## config.mk

```make
export PLATFORM = sky130hd
export DESIGN_NAME = pipe_ctrl_unit_flat
export DESIGN_NICKNAME = d
export VERILOG_FILES = /design/src/rtl/pipe_ctrl_if.sv /design/src/rtl/pipe_ctrl_unit.sv /design/src/flat_wrapper.sv
export SDC_FILE = /design/constraint.sdc
export NUM_CORES = 1
export LEC_CHECK = 0
export CORE_AREA = 2 2 73 68
export DETAILED_ROUTE_END_ITERATION = 7
export DIE_AREA = 0 0 75 70
export PLACE_DENSITY = 0.73
export SETUP_SLACK_MARGIN = 0.4
export SYNTH_ARGS = -nofsm -noshare
export SYNTH_HDL_FRONTEND = slang
export SYNTH_SLANG_ARGS = --single-unit
```

## constraint.sdc

```tcl
create_clock -name clk -period 2.3 [get_ports clk]
set_clock_uncertainty 0.05 [all_clocks]
set_input_delay 0.575 -clock clk [delete_from_list [all_inputs] [get_ports clk]]
set_output_delay 0.575 -clock clk [all_outputs]
set_load 0.01 [all_outputs]
```

## src/rtl/pipe_ctrl_if.sv

```systemverilog
// pipe_ctrl_if: ID-stage, hazard, interrupt and ID/EX control signals of pipe_ctrl_unit.
// Define PIPE_CTRL_PERF_EN to add the stall_cnt/flush_cnt counter outputs.
interface pipe_ctrl_if #(
  parameter int NUM_IRQ = 4,
  parameter int IRQ_ID_W = 2
);
  logic id_valid;
  logic [5:0] opcode, funct;
  logic [4:0] rs, rt, rd;
  logic branch_taken, kernel_mode;
  logic [NUM_IRQ-1:0] irq_req;
  logic irq_mask_we;
  logic [NUM_IRQ-1:0] irq_mask_wdata;
  logic stall_if, flush_if_id;
  logic ex_reg_write, ex_mem_read, ex_mem_write, ex_alu_src1, ex_alu_src2;
  logic [4:0] ex_reg_dst_addr;
  logic [1:0] ex_mem_to_reg;
  logic [3:0] ex_alu_op;
  logic [2:0] ex_branch;
  logic ex_vector, ex_cause;
  logic [IRQ_ID_W-1:0] irq_id;
`ifdef PIPE_CTRL_PERF_EN
  logic [31:0] stall_cnt, flush_cnt;
`endif
  modport master (
    output id_valid, opcode, funct, rs, rt, rd, branch_taken, kernel_mode, irq_req, irq_mask_we, irq_mask_wdata,
    input stall_if, flush_if_id, ex_reg_write, ex_mem_read, ex_mem_write, ex_alu_src1, ex_alu_src2,
    input ex_reg_dst_addr, ex_mem_to_reg, ex_alu_op, ex_branch, ex_vector, ex_cause, irq_id
`ifdef PIPE_CTRL_PERF_EN
    , input stall_cnt, flush_cnt
`endif
  );
  modport slave (
    input id_valid, opcode, funct, rs, rt, rd, branch_taken, kernel_mode, irq_req, irq_mask_we, irq_mask_wdata,
    output stall_if, flush_if_id, ex_reg_write, ex_mem_read, ex_mem_write, ex_alu_src1, ex_alu_src2,
    output ex_reg_dst_addr, ex_mem_to_reg, ex_alu_op, ex_branch, ex_vector, ex_cause, irq_id
`ifdef PIPE_CTRL_PERF_EN
    , output stall_cnt, flush_cnt
`endif
  );
endinterface

```

## src/rtl/pipe_ctrl_unit.sv

```systemverilog
// pipe_ctrl_unit: registered ID/EX decode with load-use stall, branch/jump flush and interrupt/exception entry.
// Define PIPE_CTRL_PERF_EN to add stall_cnt/flush_cnt cycle counters on the bus.
module pipe_ctrl_unit #(
  parameter int NUM_IRQ = 4,
  parameter int IRQ_ID_W = 2,
  parameter int DRAIN_CYCLES = 3,
  parameter logic [NUM_IRQ-1:0] IRQ_MASK_RESET = '0
) (
  input logic clk,
  input logic reset,
  pipe_ctrl_if.slave bus
);
  localparam int CW = $clog2(DRAIN_CYCLES + 1);
  typedef enum logic [1:0] {NORMAL, DRAIN, ENTER} state_e;
  typedef struct packed {
    logic reg_write, mem_read, mem_write, alu_src1, alu_src2;
    logic [4:0] dst;
    logic [1:0] mem_to_reg;
    logic [3:0] alu_op;
    logic [2:0] branch;
    logic vector, cause;
    logic [IRQ_ID_W-1:0] irq_id;
  } ctrl_t;
  state_e state_q, state_d;
  ctrl_t ex_q, ex_d, dec, vec;
  logic [CW-1:0] cnt_q, cnt_d;
  logic [NUM_IRQ-1:0] mask_q, pend_q, pend_d, clr;
  logic [IRQ_ID_W-1:0] low;
  logic r_type, link, uses_rt, illegal, jump, lu, irq_go, enter, exc, stall, flush;
  always_comb begin
    r_type = bus.opcode == 6'h00;
    link = bus.opcode == 6'h03 || (bus.opcode == 6'h01 && bus.rt inside {5'd16, 5'd17}) || (r_type && bus.funct == 6'h09);
    uses_rt = r_type || bus.opcode inside {6'h04, 6'h05, 6'h2b};
    illegal = bus.id_valid && !(bus.opcode inside {[6'h00:6'h0c], 6'h0f, 6'h23, 6'h2b});
    jump = bus.id_valid && (bus.opcode inside {6'h02, 6'h03} || (r_type && bus.funct inside {6'h08, 6'h09}));
    lu = bus.id_valid && ex_q.mem_read && ex_q.dst != 5'd0 && (ex_q.dst == bus.rs || (uses_rt && ex_q.dst == bus.rt));
    dec = '0;
    dec.reg_write = (r_type && bus.funct != 6'h08) || bus.opcode inside {[6'h08:6'h0c], 6'h0f, 6'h23} || link;
    dec.dst = !dec.reg_write ? 5'd0 : r_type ? bus.rd : link ? 5'd31 : bus.rt;
    dec.mem_read = bus.opcode == 6'h23;
    dec.mem_write = bus.opcode == 6'h2b;
    dec.alu_src1 = r_type && bus.funct inside {6'h00, 6'h02, 6'h03};
    dec.alu_src2 = bus.opcode inside {[6'h08:6'h0c], 6'h0f, 6'h23, 6'h2b};
    dec.mem_to_reg = link ? 2'b10 : dec.mem_read ? 2'b01 : 2'b00;
    dec.alu_op = {bus.opcode[0], r_type ? 3'b010 : bus.opcode == 6'h04 ? 3'b001 : bus.opcode == 6'h0c ? 3'b100 :
                  bus.opcode inside {6'h0a, 6'h0b} ? 3'b101 : 3'b000};
    dec.branch = bus.opcode inside {[6'h04:6'h07]} ? bus.opcode[2:0] - 3'd3 :
                 bus.opcode == 6'h01 ? (bus.rt[0] ? 3'b110 : 3'b101) : 3'b000;
    low = '0;
    for (int i = NUM_IRQ - 1; i >= 0; i--) low = pend_q[i] ? IRQ_ID_W'(i) : low;
    irq_go = (|(pend_q & mask_q)) && !bus.kernel_mode && !bus.branch_taken && !illegal && !lu && !jump;
    exc = state_q == NORMAL && illegal && !bus.branch_taken;
    // The ENTER bundle is loaded on the edge into ENTER so ex_vector is visible during ENTER itself
    enter = exc || (state_q == NORMAL && irq_go && DRAIN_CYCLES <= 1) || (state_q == DRAIN && cnt_q <= CW'(1));
    state_d = enter ? ENTER : ((state_q == NORMAL && irq_go) || state_q == DRAIN) ? DRAIN : NORMAL;
    cnt_d = state_q == DRAIN ? cnt_q - CW'(1) : CW'(DRAIN_CYCLES - 1);
    stall = state_q == DRAIN || (state_q == NORMAL && !bus.branch_taken && !illegal && (lu || irq_go));
    flush = state_q == ENTER || bus.branch_taken || (state_q == NORMAL && jump && !lu);
    vec = '0;
    vec.reg_write = 1'b1;
    vec.dst = 5'd26;
    vec.mem_to_reg = 2'b10;
    vec.vector = 1'b1;
    vec.cause = exc;
    vec.irq_id = exc ? '0 : low;
    clr = (enter && !exc) ? NUM_IRQ'(1) << low : '0;
    pend_d = (pend_q | (bus.irq_req & mask_q)) & ~clr;
    ex_d = enter ? vec : (state_q != NORMAL || bus.branch_taken || stall || !bus.id_valid || illegal) ? '0 : dec;
  end
  always_ff @(posedge clk) begin
    if (reset) begin
      state_q <= NORMAL;
      cnt_q <= '0;
      ex_q <= '0;
      pend_q <= '0;
      mask_q <= IRQ_MASK_RESET;
    end else begin
      state_q <= state_d;
      cnt_q <= cnt_d;
      ex_q <= ex_d;
      pend_q <= pend_d;
      mask_q <= bus.irq_mask_we ? bus.irq_mask_wdata : mask_q;
    end
  end
  assign bus.stall_if = stall;
  assign bus.flush_if_id = flush;
  assign bus.ex_reg_write = ex_q.reg_write;
  assign bus.ex_mem_read = ex_q.mem_read;
  assign bus.ex_mem_write = ex_q.mem_write;
  assign bus.ex_alu_src1 = ex_q.alu_src1;
  assign bus.ex_alu_src2 = ex_q.alu_src2;
  assign bus.ex_reg_dst_addr = ex_q.dst;
  assign bus.ex_mem_to_reg = ex_q.mem_to_reg;
  assign bus.ex_alu_op = ex_q.alu_op;
  assign bus.ex_branch = ex_q.branch;
  assign bus.ex_vector = ex_q.vector;
  assign bus.ex_cause = ex_q.cause;
  assign bus.irq_id = ex_q.irq_id;
`ifdef PIPE_CTRL_PERF_EN
  logic [31:0] stall_cnt_q, flush_cnt_q;
  always_ff @(posedge clk) begin
    if (reset) begin
      stall_cnt_q <= '0;
      flush_cnt_q <= '0;
    end else begin
      stall_cnt_q <= stall_cnt_q + 32'(stall);
      flush_cnt_q <= flush_cnt_q + 32'(flush);
    end
  end
  assign bus.stall_cnt = stall_cnt_q;
  assign bus.flush_cnt = flush_cnt_q;
`endif
endmodule

```

## src/flat_wrapper.sv

```systemverilog
// flat-port wrapper written by rule: the top's interface ports become plain ports
module pipe_ctrl_unit_flat 
#(
  parameter int NUM_IRQ = 4,
  parameter int IRQ_ID_W = 2,
  parameter int DRAIN_CYCLES = 3,
  parameter logic [NUM_IRQ-1:0] IRQ_MASK_RESET = '0
)
  (clk, reset, bus_id_valid, bus_opcode, bus_funct, bus_rs, bus_rt, bus_rd, bus_branch_taken, bus_kernel_mode, bus_irq_req, bus_irq_mask_we, bus_irq_mask_wdata, bus_stall_if, bus_flush_if_id, bus_ex_reg_write, bus_ex_mem_read, bus_ex_mem_write, bus_ex_alu_src1, bus_ex_alu_src2, bus_ex_reg_dst_addr, bus_ex_mem_to_reg, bus_ex_alu_op, bus_ex_branch, bus_ex_vector, bus_ex_cause, bus_irq_id);
  pipe_ctrl_if #(.NUM_IRQ(NUM_IRQ), .IRQ_ID_W(IRQ_ID_W)) bus_i ();
  input logic clk;
  input logic reset;
  input wire logic [$bits(bus_i.id_valid)-1:0] bus_id_valid;
  input wire logic [$bits(bus_i.opcode)-1:0] bus_opcode;
  input wire logic [$bits(bus_i.funct)-1:0] bus_funct;
  input wire logic [$bits(bus_i.rs)-1:0] bus_rs;
  input wire logic [$bits(bus_i.rt)-1:0] bus_rt;
  input wire logic [$bits(bus_i.rd)-1:0] bus_rd;
  input wire logic [$bits(bus_i.branch_taken)-1:0] bus_branch_taken;
  input wire logic [$bits(bus_i.kernel_mode)-1:0] bus_kernel_mode;
  input wire logic [$bits(bus_i.irq_req)-1:0] bus_irq_req;
  input wire logic [$bits(bus_i.irq_mask_we)-1:0] bus_irq_mask_we;
  input wire logic [$bits(bus_i.irq_mask_wdata)-1:0] bus_irq_mask_wdata;
  output wire logic [$bits(bus_i.stall_if)-1:0] bus_stall_if;
  output wire logic [$bits(bus_i.flush_if_id)-1:0] bus_flush_if_id;
  output wire logic [$bits(bus_i.ex_reg_write)-1:0] bus_ex_reg_write;
  output wire logic [$bits(bus_i.ex_mem_read)-1:0] bus_ex_mem_read;
  output wire logic [$bits(bus_i.ex_mem_write)-1:0] bus_ex_mem_write;
  output wire logic [$bits(bus_i.ex_alu_src1)-1:0] bus_ex_alu_src1;
  output wire logic [$bits(bus_i.ex_alu_src2)-1:0] bus_ex_alu_src2;
  output wire logic [$bits(bus_i.ex_reg_dst_addr)-1:0] bus_ex_reg_dst_addr;
  output wire logic [$bits(bus_i.ex_mem_to_reg)-1:0] bus_ex_mem_to_reg;
  output wire logic [$bits(bus_i.ex_alu_op)-1:0] bus_ex_alu_op;
  output wire logic [$bits(bus_i.ex_branch)-1:0] bus_ex_branch;
  output wire logic [$bits(bus_i.ex_vector)-1:0] bus_ex_vector;
  output wire logic [$bits(bus_i.ex_cause)-1:0] bus_ex_cause;
  output wire logic [$bits(bus_i.irq_id)-1:0] bus_irq_id;
  assign bus_i.id_valid = bus_id_valid;
  assign bus_i.opcode = bus_opcode;
  assign bus_i.funct = bus_funct;
  assign bus_i.rs = bus_rs;
  assign bus_i.rt = bus_rt;
  assign bus_i.rd = bus_rd;
  assign bus_i.branch_taken = bus_branch_taken;
  assign bus_i.kernel_mode = bus_kernel_mode;
  assign bus_i.irq_req = bus_irq_req;
  assign bus_i.irq_mask_we = bus_irq_mask_we;
  assign bus_i.irq_mask_wdata = bus_irq_mask_wdata;
  assign bus_stall_if = bus_i.stall_if;
  assign bus_flush_if_id = bus_i.flush_if_id;
  assign bus_ex_reg_write = bus_i.ex_reg_write;
  assign bus_ex_mem_read = bus_i.ex_mem_read;
  assign bus_ex_mem_write = bus_i.ex_mem_write;
  assign bus_ex_alu_src1 = bus_i.ex_alu_src1;
  assign bus_ex_alu_src2 = bus_i.ex_alu_src2;
  assign bus_ex_reg_dst_addr = bus_i.ex_reg_dst_addr;
  assign bus_ex_mem_to_reg = bus_i.ex_mem_to_reg;
  assign bus_ex_alu_op = bus_i.ex_alu_op;
  assign bus_ex_branch = bus_i.ex_branch;
  assign bus_ex_vector = bus_i.ex_vector;
  assign bus_ex_cause = bus_i.ex_cause;
  assign bus_irq_id = bus_i.irq_id;
  pipe_ctrl_unit #(.NUM_IRQ(NUM_IRQ), .IRQ_ID_W(IRQ_ID_W), .DRAIN_CYCLES(DRAIN_CYCLES), .IRQ_MASK_RESET(IRQ_MASK_RESET)) u_core (.clk(clk), .reset(reset), .bus(bus_i));
endmodule
```

==> metrics.cfg <==
[sta]
setup_viol=6
layout_setup_ws_ns=-0.417
drv_slew=0
finalHoldViolations=0
post-route-period-util_pct=118
fin_crit_ns=2.72
fmax_mhz=368
slew_headroom_pct=78.0
rsz0062_at_grt=yes
worst_slew_pin_slew_ns=0.329

[cts]
cts_made_buffers=5
clock-root-buffer=clkbuf_8
clkSinkCount=34
cts.clk_slew.worst_paths_ns=0.08
cts_tree=built
cts_buffer_depth=2
htreeDepth=2
postCtsHoldBufs=0
clock_latency_ns=0.30

[hold_path]
min_from=u_core.cnt_q[0]$_SDFF_PP0_
min_path_type=register to register

[yosys]
synth_edf_count=0
synthArstFlopShare_pct=0
yosysMostFrequentCell=dfxtp_1
syn-num-nets=250
syn_inst=203
syn_area_per_cell_um2=8.60
yosysUniqueCellTypes=47
synth_ff_type=dfxtp_1
synthTopCellsByArea=dfxtp_1 39%, nor2_1 5.6%, a21oi_1 4.6%
ys_seq_area_share_pct=39.0
synth_seq_cells=34
yosysTopAreaCellShare_pct=39.0
synthTopCellsByCount=34 x dfxtp_1, 26 x nor2_1, 16 x a21oi_1
synth_top_cell_by_area=dfxtp_1
synthesis.area_um2=1750
yosysWarnings=0

[drt]
firstDrtPassIters=4
wire_per_inst_um=15.3
final_antenna_net_count=0
vias_per_cell=5.09
drc=0
num_vias=2103
routed_wl_mm=6.33
drt_iter0_drc=107

[status]
violations=setup timing
status=finished with violations

[global_route]
grt.total_usage_pct=24.2
grt_overflow=0
antenna_found_initial=0
grt_start_max_net_pins=15
grt_pass1_vias=2169
grt_pass1_wl_mm=9.81

[placement]
io_buffers=65
routabilityCongestion=0.849
dp_hpwl_mm=4.07
dp_cells=384

[layout]
multi_input_area_um2=1240
nFillCells=323
area_delta_synth_final_pct=96.7
insertedDiodeCount=0
largest_register_ffs=5
instances_no_fill=413
nets=394
drive_gt1_share_pct=42.8
regArea_um2=689
fin_util_pct=74.8

[floorplanning]
ioPinCount=66
die_w_um=75
core_area_um2=4590
chipHeight_um=70
rows=24
die-area_um2=5250
initial_core_util_pct=38.0

[power_and_ir_drop]
p_clk_share_pct=41.7
p_total_mw=1.61
switchingPower_mw=0.392
p_seq_share_pct=38.0
intPower_mw=1.22
p_leak_nw=1.47
ir_drop_mv=0.318
swShare_pct=24.4
powerDensity_nw_per_um2=468
combPwrFrac_pct=20.3

[setup_path]
cp.required_ns=1.67
cp_slowest_cell=or4_4
worstSetupStartpointType=register
reg2reg_from=u_core.bus.ex_reg_dst_addr[3]$_SDFF_PP0_
max_stage_delay_ns=0.54
critPathLaunch=u_core.bus.ex_reg_dst_addr[3]$_SDFF_PP0_
end_kind=output pin
cp_max_fo=3
cp_cell_sequence=or4_4 > o211ai_4 > nor4_2 > buf_4 > a21oi_4 > a221o_1 > buf_2
crit_type=register to output pin
critPathArrivalTime_ns=2.09

[run]
max-cap-violations=0

==> area by class of cell <==
type,count,share of cell area [%]
clock buffer,5,2.00
clock inverter,3,2.00
inverter,9,1.13
multi-input combinational,152,36.0
sequential,34,20.1
tap,65,2.37
timing repair buffer,145,36.4
==> power by group through the flow <==
stage	sequential (mW)	combinational, mW	clock [mW]
floorplan	0.630	0.107	0
global placement	0.625	0.278	0
detailed placement	0.625	0.282	0
CTS	0.611	0.307	0.667
global route	0.613	0.350	0.706
finish	0.611	0.327	0.672
==> worst paths after layout <==
kind	slack, ns	end	cells after the start
max	-0.42	bus_flush_if_id	7
min	0.39	u_core.cnt_q[0]$_SDFF_PP0_	1
max reg2reg	-0.08	u_core.bus.ex_alu_op[2]$_SDFF_PP0_	10
min reg2reg	0.39	u_core.cnt_q[0]$_SDFF_PP0_	1
==> critical path, delay by kind of cell (launching register included) <==
kind,cells,cell delay (ns)
compound gates,3,0.58
buf+inv,2,0.28
flops,1,0.32
simple gates,2,0.62
==> timing repair <==
action	4_1_cts	5_1_grt
setup endpoints to repair	30	23
pin swaps	28	13
cloned	0	0
buffers inserted	15	6
resized for setup	109	9
==> layer usage <==
metal / vias to the layer above / share of wire (%) / track usage [%]
met5: - / 0 / 0
met4: 0 / 2.1 / 8.13
met3: 15 / 6.1 / 6.20
met2: 79 / 49 / 40.0
met1: 991 / 43 / 30.1
li1: 1018 / - / -
==> stage by stage <==
stage | hold WS, ns | setup slack [ns] | cell area [um2] | TNS, ns
2_1_floorplan | 0.358 | -0.00250 | 1840 | -0.00250
5_1_grt | 0.432 | -0.461 | 3440 | -1.45
6_report | 0.394 | -0.417 | 3440 | -1.03
4_1_cts | 0.394 | -0.362 | 3350 | -0.684
3_3_place_gp | 0.366 | -1.05 | 2970 | -10.77
3_5_place_dp | 0.376 | -1.09 | 2970 | -11.31
==> cell usage in the layout (no fill, tap or decap), types with 3 or more instances in the layout <==
cell type        count
a21oi_1             13
or3_1                4
buf_4               68
buf_2                7
nor2_2               3
nor2_1              23
a22oi_1              3
clkdlybuf4s50_1     37
xor2_1               4
o21ai_0              7
nand2b_1             3
o21ai_2              3
dfxtp_2              4
buf_6               15
o21ai_1              3
dfxtp_1             29
nand3_1              3
ha_1                 5
nor3_2               5
or3_4                3
clkbuf_8             5
nor3_1               8
mux2i_1              4
nand2_1              7
a21oi_2              3
xnor2_1              6
inv_1                7
dlygate4sd2_1       15
==> cells by family (layout without fill, tap and decap cells) <==
kind of cell             Yosys count  count (layout)  synth area share [%]
flip-flops                        34              34                  39.0
multiplexers                       4               4                  2.29
XOR/XNOR                          10              10                  5.01
adder cells (fa/ha/maj)            6               6                  4.30
AND/OR/NAND/NOR                   82              82                  26.1
AO/OA/AOI/OAI                     50              50                  19.1
buffers and inverters             17             162                  4.23
Power figures use the tool's default switching activity.
